--- config.mk ---
export PLATFORM = sky130hd
export DESIGN_NAME = operand_fetch
export DESIGN_NICKNAME = d
export VERILOG_FILES = /design/src/rtl/operand_fetch.sv
export SDC_FILE = /design/constraint.sdc
export NUM_CORES = 1
export LEC_CHECK = 0
export ABC_AREA = 1
export BUFFER_PORTS_ARGS = -buffer_cell sky130_fd_sc_hd__clkbuf_2
export CAP_MARGIN = 20
export CORE_UTILIZATION = 46
export CTS_BUF_LIST = sky130_fd_sc_hd__clkbuf_16
export CTS_CLUSTER_DIAMETER = 50
export CTS_CLUSTER_SIZE = 12
export DETAILED_ROUTE_END_ITERATION = 10
export GPL_ROUTABILITY_DRIVEN = 0
export PLACE_DENSITY = 0.81
export REMOVE_ABC_BUFFERS = 1
export SYNTH_ARGS = -nofsm -noshare
export SYNTH_HDL_FRONTEND = slang
export SYNTH_SLANG_ARGS = --single-unit
--- constraint.sdc ---
create_clock -name clk -period 1.7 [get_ports clk]
set_clock_uncertainty 0.05 [all_clocks]
set_input_delay 0.085 -clock clk [delete_from_list [all_inputs] [get_ports clk]]
set_output_delay 0.085 -clock clk [all_outputs]
set_load 0.005 [all_outputs]
--- src/rtl/operand_fetch.sv ---
// Operand fetch stage: scoreboards in-flight destinations, stalls on RAW/WAW hazards,
// bypasses same-cycle writeback data, and holds a one-entry registered operand bundle.
module operand_fetch #(
   parameter int XLEN = 64
) (
   input  logic            clk,
   input  logic            reset,
   input  logic            issue_valid,
   output logic            issue_ready,
   input  logic [4:0]      rs1_addr_in,
   input  logic [4:0]      rs2_addr_in,
   input  logic [4:0]      rd_addr_in,
   input  logic            uses_rs1,
   input  logic            uses_rs2,
   input  logic            rd_write,
   output logic [4:0]      regA_addr_out,
   output logic [4:0]      regB_addr_out,
   input  logic [XLEN-1:0] regA_data_in,
   input  logic [XLEN-1:0] regB_data_in,
   input  logic            wb_valid,
   input  logic [4:0]      wb_addr,
   input  logic [XLEN-1:0] wb_data,
   input  logic            flush,
   output logic            op_valid,
   input  logic            op_ready,
   output logic [XLEN-1:0] opA_out,
   output logic [XLEN-1:0] opB_out,
   output logic [4:0]      op_rd_out,
   output logic            op_rd_write_out
);

   logic [31:0]     busy;
   logic [31:0]     busy_next;
   logic            wb_hit_a;
   logic            wb_hit_b;
   logic            wb_hit_d;
   logic            haz_a;
   logic            haz_b;
   logic            haz_d;
   logic            out_free;
   logic            accept;
   logic            rd_wr_eff;
   logic [XLEN-1:0] op_a_sel;
   logic [XLEN-1:0] op_b_sel;

   assign regA_addr_out = rs1_addr_in;
   assign regB_addr_out = rs2_addr_in;

   // A writeback landing this cycle resolves the hazard on its register.
   assign wb_hit_a = wb_valid && (wb_addr == rs1_addr_in);
   assign wb_hit_b = wb_valid && (wb_addr == rs2_addr_in);
   assign wb_hit_d = wb_valid && (wb_addr == rd_addr_in);

   assign haz_a = uses_rs1 && (rs1_addr_in != 5'd0) && busy[rs1_addr_in] && !wb_hit_a;
   assign haz_b = uses_rs2 && (rs2_addr_in != 5'd0) && busy[rs2_addr_in] && !wb_hit_b;
   assign haz_d = rd_write && (rd_addr_in != 5'd0) && busy[rd_addr_in] && !wb_hit_d;

   assign rd_wr_eff   = rd_write && (rd_addr_in != 5'd0);
   assign out_free    = !op_valid || op_ready;
   assign issue_ready = reset && out_free && !haz_a && !haz_b && !haz_d && !flush;
   assign accept      = issue_valid && issue_ready;

   always_comb begin
      op_a_sel = '0;
      if (uses_rs1 && (rs1_addr_in != 5'd0)) begin
         op_a_sel = wb_hit_a ? wb_data : regA_data_in;
      end
   end

   always_comb begin
      op_b_sel = '0;
      if (uses_rs2 && (rs2_addr_in != 5'd0)) begin
         op_b_sel = wb_hit_b ? wb_data : regB_data_in;
      end
   end

   // Set is applied after clear so a new writer of the same register keeps it busy.
   always_comb begin
      busy_next = busy;
      if (wb_valid && (wb_addr != 5'd0)) begin
         busy_next[wb_addr] = 1'b0;
      end
      if (accept && rd_wr_eff) begin
         busy_next[rd_addr_in] = 1'b1;
      end
      busy_next[0] = 1'b0;
   end

   always_ff @(posedge clk or negedge reset) begin
      if (!reset) begin
         busy            <= '0;
         op_valid        <= 1'b0;
         opA_out         <= '0;
         opB_out         <= '0;
         op_rd_out       <= '0;
         op_rd_write_out <= 1'b0;
      end else if (flush) begin
         busy     <= '0;
         op_valid <= 1'b0;
      end else begin
         busy <= busy_next;
         if (accept) begin
            op_valid        <= 1'b1;
            opA_out         <= op_a_sel;
            opB_out         <= op_b_sel;
            op_rd_out       <= rd_addr_in;
            op_rd_write_out <= rd_wr_eff;
         end else if (op_ready) begin
            op_valid <= 1'b0;
         end
      end
   end

endmodule

==> results of run 1 <==
[layer usage]
layer | overflow | track usage (%)
met1 | 0 | 48.6
met2 | 6 | 66.0
met3 | 0 | 16.6
met4 | 0 | 36.5
met5 | 0 | 1.14
[per-stage QoR]
| step | utilization (%) | std cells | area (um^2) | setup TNS [ps] |
|---|---|---|---|---|
| CTS | 73.5 | 2543 | 16100 | -62590 |
| floorplan | - | 1513 | 9690 | -630470 |
| detailed placement | 61.0 | 2312 | 13300 | -72970 |
| global placement | 61.0 | 2312 | 13300 | -66520 |
[cells in the mapped netlist (all sizes together)]
library cell / number
o21a: 1
dfrtp: 166
nand3: 219
clkinv: 1
o211ai: 8
nor3: 17
a21boi: 2
nand2: 860
buf: 61
nand4: 4
o31ai: 1
a21oi: 57
nor2: 56
a22oi: 2
o22ai: 5
clkbuf: 44
inv: 95
o21ai: 19
[what timing repair did]
| item | 4_1_cts |
|---|---|
| hold buffers | 193 |
| pin swaps | 5 |
| gates resized for setup | 17 |
| cloned | 4 |
| setup buffers | 3 |
| hold endpoints to repair | 143 |
| setup endpoints to repair | 167 |
[logic make-up after synthesis]
kind of cell	after synthesis
buffers and inverters	201
flip-flops	166
AO/OA/AOI/OAI	95
AND/OR/NAND/NOR	1156
==> flow_metrics.py, run 1 <==
metrics = {
    "status": {
        "status": "aborted with a tool error",
        "stop_stage": "global routing (5_1_grt)",
        "firstError": "[ERROR GRT-0116] Global routing finished with congestion. Check the congestion regions in the DRC Viewer.",
    },
    "placed_design": {
        "dpl.hpwl_um": 28500,
        "place_worst_setup_slack_ps": -494,
        "numPortBuffers": 366,
    },
    "synthesis": {
        "ys_seq_area_share_pct": 40.6,
        "syn_area_um2": 10200,
        "syn_avg_cell_area_um2": 6.33,
        "ys_ff_latch": 166,
        "synthTopCellsByArea": "dfrtp_1, nand2_1, nand3_1",
        "synth_top_area_share_pct": 40.6,
        "ys_types": 25,
        "synth_top_area_cell": "dfrtp_1",
        "synth_mux_area_share_pct": 0,
        "yosysWarnings": 0,
        "yosys.area_share.xor_xnor_pct": 0,
        "synth-simple-area-share_pct": 45.5,
        "yosys.area_share.adder_pct": 0,
        "synth_top_family_by_area": "simple AND/OR/NAND/NOR gates",
        "synth_compound_area_share_pct": 5.05,
        "postSynthCellCount": 1618,
    },
    "floorplan": {
        "die_y_um": 151,
        "rows": 54,
        "die_w_um": 151,
        "start_util_pct": 46.9,
        "top_level_ports": 367,
    },
    "global_route": {
        "grt-ovfl-total": 6,
        "grt_usage_pct": 43.7,
        "grt_pass1_wl_um": 75600,
        "grt_pass1_vias": 14900,
        "grt_max_degree": 153,
    },
    "clocking": {
        "cts.sinks": 166,
        "cts_root_buffer": "clkbuf_16",
        "h-tree-depth": 4,
        "cts-buffers-inserted": 17,
        "cts_buffer_depth": 2,
    },
}
==> inputs of run 2 (changes only) <==
--- a/config.mk
+++ b/config.mk
@@ -8,13 +8,10 @@
 export ABC_AREA = 1
 export BUFFER_PORTS_ARGS = -buffer_cell sky130_fd_sc_hd__clkbuf_2
 export CAP_MARGIN = 20
-export CORE_UTILIZATION = 46
-export CTS_BUF_LIST = sky130_fd_sc_hd__clkbuf_16
-export CTS_CLUSTER_DIAMETER = 50
-export CTS_CLUSTER_SIZE = 12
+export CORE_UTILIZATION = 40
 export DETAILED_ROUTE_END_ITERATION = 10
 export GPL_ROUTABILITY_DRIVEN = 0
-export PLACE_DENSITY = 0.81
+export PLACE_DENSITY_LB_ADDON = 0.15
 export REMOVE_ABC_BUFFERS = 1
 export SYNTH_ARGS = -nofsm -noshare
 export SYNTH_HDL_FRONTEND = slang
==> constraint.sdc (replaced) <==
create_clock -name clk -period 2.2 [get_ports clk]
set_clock_uncertainty 0.05 [all_clocks]
set_input_delay 0.11 -clock clk [delete_from_list [all_inputs] [get_ports clk]]
set_output_delay 0.11 -clock clk [all_outputs]
set_load 0.005 [all_outputs]
==> flow_metrics.py, run 2 <==
metrics = {
    "floorplan": {
        "rows": 58,
        "dieArea_um2": 26300,
        "die_y_um": 162,
        "die_w_um": 162,
        "top_level_ports": 367,
        "core_um2": 25200,
        "start_util_pct": 40.7,
    },
    "synthesis": {
        "syn_area_um2": 10200,
        "synth_mux_area_share_pct": 0,
        "ys_ff_latch": 166,
        "postSynthCellCount": 1618,
        "ys_seq_area_share_pct": 40.6,
        "ys_types": 25,
        "synth_compound_area_share_pct": 5.05,
        "yosysWarnings": 0,
        "yosysMostFrequentCell": "nand2_1",
        "syn_avg_cell_area_um2": 6.33,
        "synthTopCellsByArea": "dfrtp_1, nand2_1, nand3_1",
        "synth_top_area_share_pct": 40.6,
        "synthTopCellsByCount": "nand2_1, nand3_1, dfrtp_1, inv_1, a21oi_1",
        "yosys.area_share.adder_pct": 0,
        "synth_top_area_cell": "dfrtp_1",
        "synth_top_family_by_area": "simple AND/OR/NAND/NOR gates",
        "synth-main-ff-cell": "dfrtp_1",
        "synth-simple-area-share_pct": 45.5,
        "synth_edf_count": 0,
        "yosys.area_share.xor_xnor_pct": 0,
        "async_flop_share_pct": 100,
    },
    "global_route": {
        "grt_max_degree": 152,
        "grt_pass1_wl_um": 68000,
        "grt_usage_pct": 33.3,
        "grt_pass1_vias": 13100,
        "grt-ovfl-total": 0,
        "antenna_found_initial": 1,
    },
    "status": {
        "status": "complete, but fails checks",
        "violations": "negative setup slack",
    },
    "clocking": {
        "clk_pin_slew_ps": 70,
        "cts.sinks": 166,
        "cts_root_buffer": "clkbuf_16",
        "h-tree-depth": 4,
        "cts-buffers-inserted": 17,
        "insertion_delay_ps": 420,
        "cts_tree": "built",
        "cts_buffer_depth": 2,
    },
    "pwr": {
        "p_leak_nw": 9.52,
        "pwr-share-seq_pct": 40.7,
        "pwr-share-comb_pct": 30.1,
        "p_int_w": 0.00645,
        "p_per_area_nw_per_um2": 593,
        "pwr-share-clk_pct": 29.2,
        "p_sw_share_pct": 34.1,
        "ir_worst_vdd_mv": 0.522,
        "power.net_switching_w": 0.00334,
    },
    "timing": {
        "hold_viol": 0,
        "period_share_pct": 101,
        "setup_viol": 2,
        "rsz0062_at_grt": "true",
        "setup_slack_ps": -29.4,
        "worstMarginPinSlew_ps": 915,
        "slew-limit-headroom_pct": 39.0,
        "fmax_mhz": 449,
        "post-route-min-period_ps": 2230,
        "finalMaxSlewViolations": 0,
    },
    "finish": {
        "final_common_cell": "nand2_1",
        "fin_nets": 2471,
        "top_regs": "opA_out (64), opB_out (64), busy (31)",
        "area_growth_pct": 61.2,
        "drive_above_1_share_pct": 25.4,
        "mostFrequentLayoutCells": "nand2_1, clkbuf_2, dlygate4sd3_1, nand3_1, dfrtp_1",
        "final_core_util_pct": 65.6,
        "n_fill_cell": 2151,
        "final_cell_area_um2": 16500,
    },
    "flow_run": {
        "drv_cap": 0,
    },
    "worst_setup_path": {
        "arrival_ps": 2540,
        "r2r_cells": 16,
        "start_kind": "register",
        "cp_max_fo": 9,
        "worstSetupPathType": "reg -> reg",
        "required_ps": 2510,
        "reg2reg_from": "busy[6]",
        "r2r_slack_ps": -30,
        "endpoint_kind": "register",
        "reg2reg_to": "opA_out[3]",
    },
    "hold_path": {
        "min_from": "wb_data[20]",
        "holdPathStages": 5,
        "hold_class": "in -> reg",
        "min_to": "opA_out[20]",
    },
    "routing": {
        "ant_nets": 0,
        "vias": 13600,
        "drt-vias-per-instance": 5.26,
        "drt_iter0_markers": 1306,
        "wl_um": 46100,
        "drt_pass1_iterations": 6,
        "drc": 0,
        "wl_per_cell_um": 17.8,
    },
    "placed_design": {
        "numPortBuffers": 366,
        "placed_cell_area_um2": 12800,
        "dpl.hpwl_um": 27900,
    },
}
[run 2: worst max path at each step]
stage,startpoint,to,slack (ps),cells after the start
2_1_floorplan,rs2_addr_in[0],op_rd_out[0],-3650,11
4_1_cts,busy[28],issue_ready,4,13
3_5_place_dp,rd_addr_in[0],opA_out[54],-330,16
5_1_grt,busy[3],opA_out[3],-100,15
3_3_place_gp,rd_addr_in[0],opA_out[10],-350,16
6_report,busy[6],opA_out[3],-30,16
[run 2: timing repair]
action | in CTS | in global routing
resized for setup | 10 | 63
gates cloned | 1 | 18
hold buffers | 235 | 0
hold endpoints to repair | 143 | 0
endpoints found under the setup margin | 167 | 167
setup buffers | 13 | 4
pin swaps | 5 | 32
[run 2: critical path, stage by stage, from the launching register on]
cell	delay, ps
dfrtp_1	410
nand2_1	80
nand2_1	50
nand2_1	50
nand2_1	60
nand2_1	70
nand2_2	70
nor2_4	130
nand2_2	90
a21oi_4	190
nand3_4	110
nor2_4	120
buf_12	180
buf_12	170
clkbuf_16	170
nand2_1	70
nand2_1	80
[run 2: metrics by stage]
stage / cells / hold WS (ps) / worst slack (ps) / setup TNS (ps) / total power, W
after global routing: 2593 / 24.7 / -105 / -8570 / 0.0103
after CTS: 2571 / 0.0316 / 4.29 / 0 / 0.00963
final: 2593 / 15.7 / -29.4 / -47.9 / 0.00980
after floorplan: 1513 / -236 / -3650 / -551170 / 0.00487
after global placement: 2291 / 25.2 / -350 / -51780 / 0.00635
after detailed placement: 2291 / 26.3 / -329 / -48880 / 0.00639
[run 2: logic make-up after synthesis]
family                 count (synthesis)
buffers and inverters                201
AO/OA/AOI/OAI                         95
flip-flops                           166
AND/OR/NAND/NOR                     1156
[run 2: metal layers]
layer  share of wire [%]  up-vias  track usage (%)
met5                   0        -                0
met4                 4.8        0             18.2
met3                 9.3      174             6.82
met2                  47      889             54.7
met1                  39     6249             41.1
li1                    -     6325                -
[run 2: power groups by stage]
stage	sequential (W)	clock [W]	combinational, W
finish	0.00398	0.00286	0.00295
CTS	0.00397	0.00291	0.00276
global placement	0.00401	0	0.00234
floorplan	0.00400	0	0.000868
global route	0.00404	0.00302	0.00322
detailed placement	0.00401	0	0.00238
[run 2: area by class of cell]
cell class | instances | area, um^2 | share of cell area (%)
diodes | 1 | 2.50 | 0.0152
clock buffers | 18 | 429 | 2.60
clock inverters | 13 | 115 | 0.697
inverters | 96 | 377 | 2.28
multi-input cells | 1251 | 5360 | 32.5
flip-flops and latches | 166 | 4160 | 25.2
well taps | 330 | 413 | 2.50
repair buffers | 718 | 5650 | 34.3
Power figures use the tool's default switching activity.
